`config.mk`:
```
export PLATFORM = sky130hd
export DESIGN_NAME = tetris_grid_renderer
export DESIGN_NICKNAME = d
export VERILOG_FILES = /design/src/rtl/tetris_pkg.sv /design/src/rtl/tetris_palette.sv /design/src/rtl/tetris_grid_renderer.sv
export SDC_FILE = /design/constraint.sdc
export NUM_CORES = 2
export LEC_CHECK = 0
export ABC_AREA = 1
export CAP_MARGIN = 20
export CORE_MARGIN = 2
export CORE_UTILIZATION = 35
export CTS_CLUSTER_DIAMETER = 150
export CTS_CLUSTER_SIZE = 14
export DETAILED_ROUTE_END_ITERATION = 16
export GPL_TIMING_DRIVEN = 1
export PLACE_DENSITY = 0.63
export SLEW_MARGIN = 20
export SYNTH_ARGS = -nofsm -noshare
export SYNTH_HDL_FRONTEND = slang
export SYNTH_SLANG_ARGS = --single-unit
```
`constraint.sdc`:
```
create_clock -name vga_clk -period 3.2 [get_ports vga_clk]
set_input_delay 0.96 -clock vga_clk [delete_from_list [all_inputs] [get_ports vga_clk]]
set_output_delay 0.96 -clock vga_clk [all_outputs]
set_load 0.05 [all_outputs]
```
`src/rtl/tetris_pkg.sv`:
```
// Shared types and colour constants for the playfield renderer.
package tetris_pkg;

  localparam int GRID_W = 10;
  localparam int GRID_H = 20;

  typedef logic [3:0] cell_t;
  typedef logic [3:0] chan_t;

  typedef struct packed {
    chan_t r;
    chan_t g;
    chan_t b;
  } rgb_t;

  typedef enum logic [1:0] {RG_OFF, RG_PF, RG_WALL} region_t;

  localparam rgb_t RGB_BLACK    = 12'h000;
  localparam rgb_t RGB_BG       = 12'h112;
  localparam rgb_t RGB_GRIDLINE = 12'h223;
  localparam rgb_t RGB_I        = 12'h0FF;
  localparam rgb_t RGB_O        = 12'hFF0;
  localparam rgb_t RGB_T        = 12'hA0F;
  localparam rgb_t RGB_S        = 12'h0F0;
  localparam rgb_t RGB_Z        = 12'hF00;
  localparam rgb_t RGB_J        = 12'h00F;
  localparam rgb_t RGB_L        = 12'hF80;
  localparam rgb_t RGB_GREY     = 12'h888;

  function automatic rgb_t rgb_half(input rgb_t c);
    return {1'b0, c.r[3:1], 1'b0, c.g[3:1], 1'b0, c.b[3:1]};
  endfunction

endpackage

```
`src/rtl/tetris_palette.sv`:
```
// Cell code plus in-cell position to colour, including gridlines and bevel shading.
module tetris_palette
  import tetris_pkg::*;
#(
  parameter int CELL = 24
) (
  input  cell_t      code,
  input  logic [4:0] sub_x,
  input  logic [4:0] sub_y,
  output rgb_t       rgb
);

  localparam logic [4:0] SUB_LAST = 5'(CELL - 1);

  rgb_t base;

  always_comb begin
    base = RGB_GREY;
    case (code)
      4'd0:    base = (sub_x == 5'd0 || sub_y == 5'd0) ? RGB_GRIDLINE : RGB_BG;
      4'd1:    base = RGB_I;
      4'd2:    base = RGB_O;
      4'd3:    base = RGB_T;
      4'd4:    base = RGB_S;
      4'd5:    base = RGB_Z;
      4'd6:    base = RGB_J;
      4'd7:    base = RGB_L;
      default: base = RGB_GREY;
    endcase
    rgb = base;
    // Bottom/right edge of a filled block is darkened for a bevelled look
    if (code != 4'd0 && (sub_x == SUB_LAST || sub_y == SUB_LAST)) begin
      rgb = rgb_half(base);
    end
  end

endmodule

```
`src/rtl/tetris_grid_renderer.sv`:
```
// Renders the 10x20 playfield from a per-frame shadow copy of the grid, 2-cycle pipeline.
module tetris_grid_renderer
  import tetris_pkg::*;
#(
  parameter int PF_X0     = 200,
  parameter int PF_Y0     = 0,
  parameter int CELL      = 24,
  parameter int BORDER    = 4,
  parameter int SNAP_LINE = 480
) (
  input  logic       vga_clk,
  input  logic       Reset,
  input  cell_t      grid [GRID_W][GRID_H],
  input  logic [9:0] DrawX,
  input  logic [9:0] DrawY,
  input  logic       hsync,
  input  logic       vsync,
  input  logic       vde,
  output logic       hs_out,
  output logic       vs_out,
  output logic       vde_out,
  output logic [3:0] Red,
  output logic [3:0] Green,
  output logic [3:0] Blue
);

  localparam logic [9:0] X0       = 10'(PF_X0);
  localparam logic [9:0] X_END    = 10'(PF_X0 + GRID_W * CELL - 1);
  localparam logic [9:0] WALL_L   = 10'(PF_X0 - BORDER);
  localparam logic [9:0] WALL_R   = 10'(PF_X0 + GRID_W * CELL + BORDER - 1);
  localparam logic [9:0] Y0       = 10'(PF_Y0);
  localparam logic [9:0] Y_END    = 10'(PF_Y0 + GRID_H * CELL - 1);
  localparam logic [9:0] SNAP_Y   = 10'(SNAP_LINE);
  localparam logic [4:0] SUB_LAST = 5'(CELL - 1);
  localparam logic [3:0] COL_OUT  = 4'(GRID_W);
  localparam logic [4:0] ROW_OUT  = 5'(GRID_H);

  cell_t      shadow_q [GRID_W][GRID_H];
  cell_t      shadow_d [GRID_W][GRID_H];
  logic [3:0] col_q, col_d;
  logic [4:0] row_q, row_d;
  logic [4:0] sx_q, sx_d, sy_q, sy_d;
  logic       in_pf_x;
  region_t    region_d;
  cell_t      code_d;

  cell_t      p1_code_q;
  logic [4:0] p1_sx_q, p1_sy_q;
  region_t    p1_region_q;
  logic       p1_vde_q, p1_hs_q, p1_vs_q;

  rgb_t       pal_rgb, rgb_d, rgb_q;
  logic       hs_q, vs_q, vde_q;

  always_comb begin
    shadow_d = shadow_q;
    if (DrawX == 10'd0 && DrawY == SNAP_Y) begin
      shadow_d = grid;
    end
  end

  // col/row below describe the pixel currently on DrawX/DrawY; the _q copies hold the previous one
  always_comb begin
    in_pf_x = (DrawX >= X0) && (DrawX <= X_END);
    col_d = col_q;
    sx_d  = sx_q;
    if (DrawX == X0) begin
      col_d = 4'd0;
      sx_d  = 5'd0;
    end else if (!in_pf_x) begin
      col_d = COL_OUT;
      sx_d  = 5'd0;
    end else if (col_q < COL_OUT) begin
      if (sx_q == SUB_LAST) begin
        sx_d  = 5'd0;
        col_d = col_q + 4'd1;
      end else begin
        sx_d = sx_q + 5'd1;
      end
    end

    row_d = row_q;
    sy_d  = sy_q;
    if (DrawX == 10'd0) begin
      if (DrawY == Y0) begin
        row_d = 5'd0;
        sy_d  = 5'd0;
      end else if (DrawY > Y_END) begin
        row_d = ROW_OUT;
        sy_d  = 5'd0;
      end else if (row_q < ROW_OUT) begin
        if (sy_q == SUB_LAST) begin
          sy_d  = 5'd0;
          row_d = row_q + 5'd1;
        end else begin
          sy_d = sy_q + 5'd1;
        end
      end
    end
  end

  always_comb begin
    region_d = RG_OFF;
    if (col_d < COL_OUT && row_d < ROW_OUT) begin
      region_d = RG_PF;
    end else if (row_d < ROW_OUT &&
                 ((DrawX >= WALL_L && DrawX < X0) || (DrawX > X_END && DrawX <= WALL_R))) begin
      region_d = RG_WALL;
    end
    code_d = (region_d == RG_PF) ? shadow_q[col_d][row_d] : 4'd0;
  end

  tetris_palette #(.CELL(CELL)) u_palette (
    .code  (p1_code_q),
    .sub_x (p1_sx_q),
    .sub_y (p1_sy_q),
    .rgb   (pal_rgb)
  );

  always_comb begin
    rgb_d = RGB_BLACK;
    if (p1_vde_q) begin
      case (p1_region_q)
        RG_PF:   rgb_d = pal_rgb;
        RG_WALL: rgb_d = RGB_GREY;
        default: rgb_d = RGB_BLACK;
      endcase
    end
  end

  always_ff @(posedge vga_clk) begin
    if (Reset) begin
      for (int c = 0; c < GRID_W; c++) begin
        for (int r = 0; r < GRID_H; r++) begin
          shadow_q[c][r] <= 4'd0;
        end
      end
      col_q       <= 4'd0;
      row_q       <= 5'd0;
      sx_q        <= 5'd0;
      sy_q        <= 5'd0;
      p1_code_q   <= 4'd0;
      p1_sx_q     <= 5'd0;
      p1_sy_q     <= 5'd0;
      p1_region_q <= RG_OFF;
      p1_vde_q    <= 1'b0;
      p1_hs_q     <= 1'b1;
      p1_vs_q     <= 1'b1;
      rgb_q       <= RGB_BLACK;
      hs_q        <= 1'b1;
      vs_q        <= 1'b1;
      vde_q       <= 1'b0;
    end else begin
      shadow_q    <= shadow_d;
      col_q       <= col_d;
      row_q       <= row_d;
      sx_q        <= sx_d;
      sy_q        <= sy_d;
      p1_code_q   <= code_d;
      p1_sx_q     <= sx_d;
      p1_sy_q     <= sy_d;
      p1_region_q <= region_d;
      p1_vde_q    <= vde;
      p1_hs_q     <= hsync;
      p1_vs_q     <= vsync;
      rgb_q       <= rgb_d;
      hs_q        <= p1_hs_q;
      vs_q        <= p1_vs_q;
      vde_q       <= p1_vde_q;
    end
  end

  assign Red     = rgb_q.r;
  assign Green   = rgb_q.g;
  assign Blue    = rgb_q.b;
  assign hs_out  = hs_q;
  assign vs_out  = vs_q;
  assign vde_out = vde_q;

endmodule

```
Word-level counts from Yosys, hierarchy flattened:

Cells that the tools add are included.

* register bits: 843
* input bits: 825
* output and inout port bits: 15
* logic and storage cells: 298

* add/subtract/negate cells: 4
* magnitude comparators: 13
* eq/ne operators: 14
* mux-type cells: 26
* bitwise logic cells: 5
* reduce and logical (&&, ||, !) cells: 21

Operators with widths (count)
* $bmux W80 S4: 1
* $mux W80: 2
* $pmux W12 S8: 1
* $mux W5: 10
* $mux W4: 6
* $pmux W12 S2: 1
* $bmux W4 S5: 1
* $ge A10 B8 Y1 const B: 2
* $gt A10 B9 Y1 const B: 2
* $le A10 B9 Y1 const B: 2
* $logic_not A10 Y1: 2
* $eq A4 B3 Y1 const B: 4
* $add A5 B1 Y5 const B: 3
* $mux W12: 1
* $eq A10 B8 Y1 const B: 1
* $eq A10 B9 Y1 const B: 1
* $eq A5 B5 Y1 const B: 2
* $logic_not A5 Y1: 2
* $lt A10 B8 Y1 const B: 1
* $lt A5 B5 Y1 const B: 2
* $mux W10: 1
* $eq A4 B2 Y1 const B: 2
* $lt A4 B4 Y1 const B: 2
* $logic_and A1 B1 Y1: 7
* other kinds (17): 24

Depth between registers and ports, before layout:

* word-level depth: 13
* depth in mapped cells: 24
* mapped depth without buffers: 22

Modules after synthesis:

A second synthesis with hierarchy kept.

* cell total of the unflattened synthesis: 6055
* area, all modules: 40199.8 um2

Modules (own cells, without submodules)
* tetris_grid_renderer: instances 1, cells an instance 5984, area each 39877.0 um2, seq. area each 16876.2 um2
* tetris_palette: instances 1, cells an instance 71, area each 322.8 um2, seq. area each 0.0 um2

Worst setup path after synthesis:

Ideal clock, no wire load.

* kind: input -> register
* start point: input port DrawX[7]
* end point: register p1_code_q[0]
* library setup time: 0.116 ns
* data arrival time: 2.684 ns
* required time: 3.084 ns
* slack: 0.399 ns
* cell stages on the path: 17
* path buffers: 3
* cell sequence: nand2_1 -> o21ai_0 -> inv_1 -> nand3_4 -> inv_2 -> buf_6 -> nand4_4 -> inv_2 -> buf_2 -> buf_2 -> o221ai_1 -> nand3_1 -> nand3_1 -> nand2_1 -> nand2_1 -> nand3_1 -> a21oi_1

* longest elaborated chain between the ends: 11
* elaborated cells on any way between the ends: 32
* those cells by class: 8 x order compare; 2 x eq/ne; 11 x mux; 3 x bitwise; 8 x reduce/logical

RTL lines
* from (decl): RTL line tetris_grid_renderer.sv:14 `input logic [9:0] DrawX,`
* $ge A10 B8 Y1 / $le A10 B9 Y1 (equally long branches): RTL line tetris_grid_renderer.sv:64 `in_pf_x = (DrawX >= X0) && (DrawX <= X_END);`
* $logic_and A1 B1 Y1: RTL line tetris_grid_renderer.sv:64
* $mux W4: RTL line tetris_grid_renderer.sv:70 `end else if (!in_pf_x) begin`
* $mux W4: RTL line tetris_grid_renderer.sv:67 `if (DrawX == X0) begin`
* $not A4 Y5 (not written as such): RTL line tetris_grid_renderer.sv:110 `code_d = (region_d == RG_PF) ? shadow_q[col_d][row_d] : 4'd0;`
* $bmux W80 S4: RTL line tetris_grid_renderer.sv:110
* $mux W80 (not written as such) (2 in a row): RTL line tetris_grid_renderer.sv:110
* $bmux W4 S5: RTL line tetris_grid_renderer.sv:110
* $mux W4 (not written as such) (2 in a row): RTL line tetris_grid_renderer.sv:110
* to (signal assigned): RTL line tetris_grid_renderer.sv:159 `p1_code_q <= code_d;`
* to (decl): RTL line tetris_grid_renderer.sv:47 `cell_t p1_code_q;`

Several ways; a longest one is shown, not always the timed one. The select of a mux whose other input is x is not followed.
A chain may end at the register's enable or synchronous reset.

Final worst setup path:

* start point: input port DrawX[1]
* end point: register p1_code_q[0]

Same word-level chain as after synthesis.

==> impl_metrics.toml <==
[status]
status = "complete, no violations"

[grt]
grt_pass1_vias = 43000
antenna_found_initial = 37
grt_max_degree = 181
grt_pass1_wl_um = 264000
grt_usage_pct = 29.5
grt_overflow_total = 0

[power_and_ir_drop]
p_int_mw = 15.6
vdd_ir_drop_max_v = 0.000328
clockPowerShare_pct = 39.5
p_sw_mw = 4.88
power.leakage_nw = 23.1
p_comb_share_pct = 9.4
switching_share_pct = 23.8
pwr-share-seq_pct = 51.2
power_density_nw_per_um2 = 358

[yosys]
syn_inst = 6111
ys_seq_area_share_pct = 41.8
synthArstFlopShare_pct = 0
ys_warn_count = 0
syn_avg_cell_area_um2 = 6.61
synth_ff_type = "dfxtp_1"
synth_cell_type_count = 44
synth_area_um2 = 40400
synth_edf_count = 0
ys_seq_elements = 843
synth_nets = 6944

[final_layout]
drive_above_1_share_pct = 12.0
nets = 7858
final_common_cell = "nor2_1"
layout_common_cells = "nor2_1 (941), nand2_1 (864), o21ai_0 (856)"
fin_area_um2 = 57300
instances_no_fill = 8566
utilization_pct = 50.1
area_growth_pct = 41.8
fill_cells = 11200

[critical_path]
worstSetupPathType = "in -> reg"
arrival_ns = 3.75
end_kind = "flop"
crit_fanout = 6
r2r_end = "p1_code_q[2]$_SDFF_PP0_"
regToRegStartpoint = "p1_sx_q[0]$_SDFFE_PP0N_"
r2r_cells = 24
cp-start-kind = "input port"
ff2ff_setup_slack_ns = 0.13
worstPathRequired_ns = 3.79

[drt]
drt-pass1-iter-count = 6
final_antenna_net_count = 0
drc = 0
vias = 45100
viasPerCell = 5.26
wire_per_inst_um = 21.6
wirelength_um = 185000
drt_iter0_drc = 4285

[clocking]
clock_latency_ns = 0.68
clk_pin_slew_ns = 0.07
cts.sinks = 843
cts.path.max_buffers = 3
cts-root-buf = "clkbuf_16"
cts_buffers = 70
htreeDepth = 3
cts_tree = "yes"

[place]
numPortBuffers = 839
gp_congestion = 0.953
dpl.cell_count = 8389
placed_area_um2 = 52900
post-dp-hpwl_um = 134000

[hold_path]
min_from = "p1_hs_q$_SDFF_PP1_"
hold_path_class = "reg -> reg"
holdPathEnd = "hs_out$_SDFF_PP1_"
holdPathStages = 1

[sta]
finalCritPeriodShare_pct = 98.6
clock_skew_ns = 0.0249
rsz0062_at_grt = "true"
max_freq_mhz = 317
slew_headroom_pct = 48.5
worst_slew_pin_slew_ns = 0.772
setup_viol = 0
drv_slew = 0
hold_viol = 0
fin_crit_ns = 3.16

[floorplan]
die_h_um = 344
initial_core_util_pct = 35.3
die_area_um2 = 118000
ios = 840
rows = 124
core_um2 = 115000
dieWidth_um = 344

[run]
drv_cap = 0
-- worst max path at each step --
| stage | end | from | cells after the start |
|---|---|---|---|
| 2_1_floorplan | p1_code_q[0]$_SDFF_PP0_ | DrawX[7] | 17 |
| 3_3_place_gp | p1_code_q[1]$_SDFF_PP0_ | DrawX[4] | 22 |
| 3_5_place_dp | p1_code_q[1]$_SDFF_PP0_ | DrawX[7] | 22 |
| 4_1_cts | p1_code_q[1]$_SDFF_PP0_ | DrawX[9] | 23 |
| 5_1_grt | p1_code_q[2]$_SDFF_PP0_ | DrawX[1] | 23 |
| 6_report | p1_code_q[0]$_SDFF_PP0_ | DrawX[1] | 21 |
-- sequential cells by signal, indices dropped and copies added, names as in the netlist, 2 cells and up --
register     count
Red              4
p1_sy_q          5
p1_code_q        4
shadow_q       800
Blue             4
row_q            5
Green            4
col_q            4
p1_region_q      2
p1_sx_q          5
-- metal layers --
metal	GRT usage [%]	wire [µm]	vias up
li1	-	-	21800
met1	37.7	75800	20900
met2	48.1	85800	1992
met3	5.56	15000	354
met4	13.1	7880	30
met5	0	208	-
-- layout make-up --
class,count,area [µm²],share of cell area (%)
Inverter,487,1860,3.24
Clock buffer,71,1770,3.08
Multi-Input combinational cell,4258,20500,35.7
Sequential cell,843,16900,29.4
Antenna cell,22,55.1,0.0961
Tap cell,1512,1890,3.30
Timing Repair Buffer,1365,14300,24.9
Clock inverter,8,106,0.186
-- what timing repair did --
| action | in CTS | in global routing |
|---|---|---|
| hold buffers | 0 | 0 |
| pin swaps | 49 | 61 |
| setup buffers | 35 | 23 |
| gates cloned | 13 | 12 |
| resized for setup | 180 | 147 |
| setup endpoints to repair | 6 | 89 |
-- power by group through the flow --
stage / clock (mW) / sequential [mW] / combinational (mW)
global placement: 0 / 10.7 / 1.70
detailed placement: 0 / 10.7 / 1.69
finish: 8.09 / 10.5 / 1.93
floorplan: 0 / 10.7 / 0.318
global route: 8.56 / 10.5 / 1.99
CTS: 8.20 / 10.5 / 1.84
-- through the flow --
step | total power, mW | worst slack (ns) | hold WS [ns] | setup TNS [ns]
floorplan | 11.1 | 0.399 | 0.389 | 0
global placement | 12.4 | -1.14 | 0.391 | -262.49
detailed placement | 12.4 | -1.09 | 0.400 | -258.80
CTS | 20.5 | 0.0140 | 0.416 | 0
global route | 21.0 | -0.108 | 0.422 | -0.315
finish | 20.5 | 0.0434 | 0.422 | 0
-- cell families after synthesis --
family / share of synthesized area, %
and+or+nand+nor: 34.4
buffers and inverters: 10.1
AOI/OAI and AO/OA: 13.4
DFF: 41.8
xor gates and xnor gates: 0.0217
adders and majority gates: 0.248
-- synthesized netlist by cell type, types with 11 or more instances --
cell type  number  area share (%)
a21oi_1        90             1.1
buf_1          11            0.10
buf_2         110             1.4
buf_4          18            0.33
buf_6          13            0.36
clkbuf_1      371             3.4
dfxtp_1       843              42
inv_1         479             4.4
nand2_1       908             8.4
nand3_1       499             6.2
nor2_1        947             8.8
nor3_1        808              10
o211ai_1       20            0.37
o21ai_0       859              11
o21ai_1        20            0.25
o221ai_1       30            0.65
or2_0          11            0.17
-- critical path, stage by stage --
cell	delay, ns
clkdlybuf4s50_1	0.45
inv_1	0.04
nand2_2	0.10
inv_1	0.08
nand4_1	0.18
buf_4	0.15
buf_4	0.11
nand2_4	0.09
nor2_4	0.33
buf_6	0.20
clkbuf_16	0.15
a21oi_1	0.10
nand2_1	0.10
nand3_2	0.13
nand2_2	0.10
nand2_1	0.05
nand2_1	0.09
inv_2	0.06
nand2_2	0.06
nand2_2	0.07
a21oi_2	0.13
(Power assumes the default switching activity.)
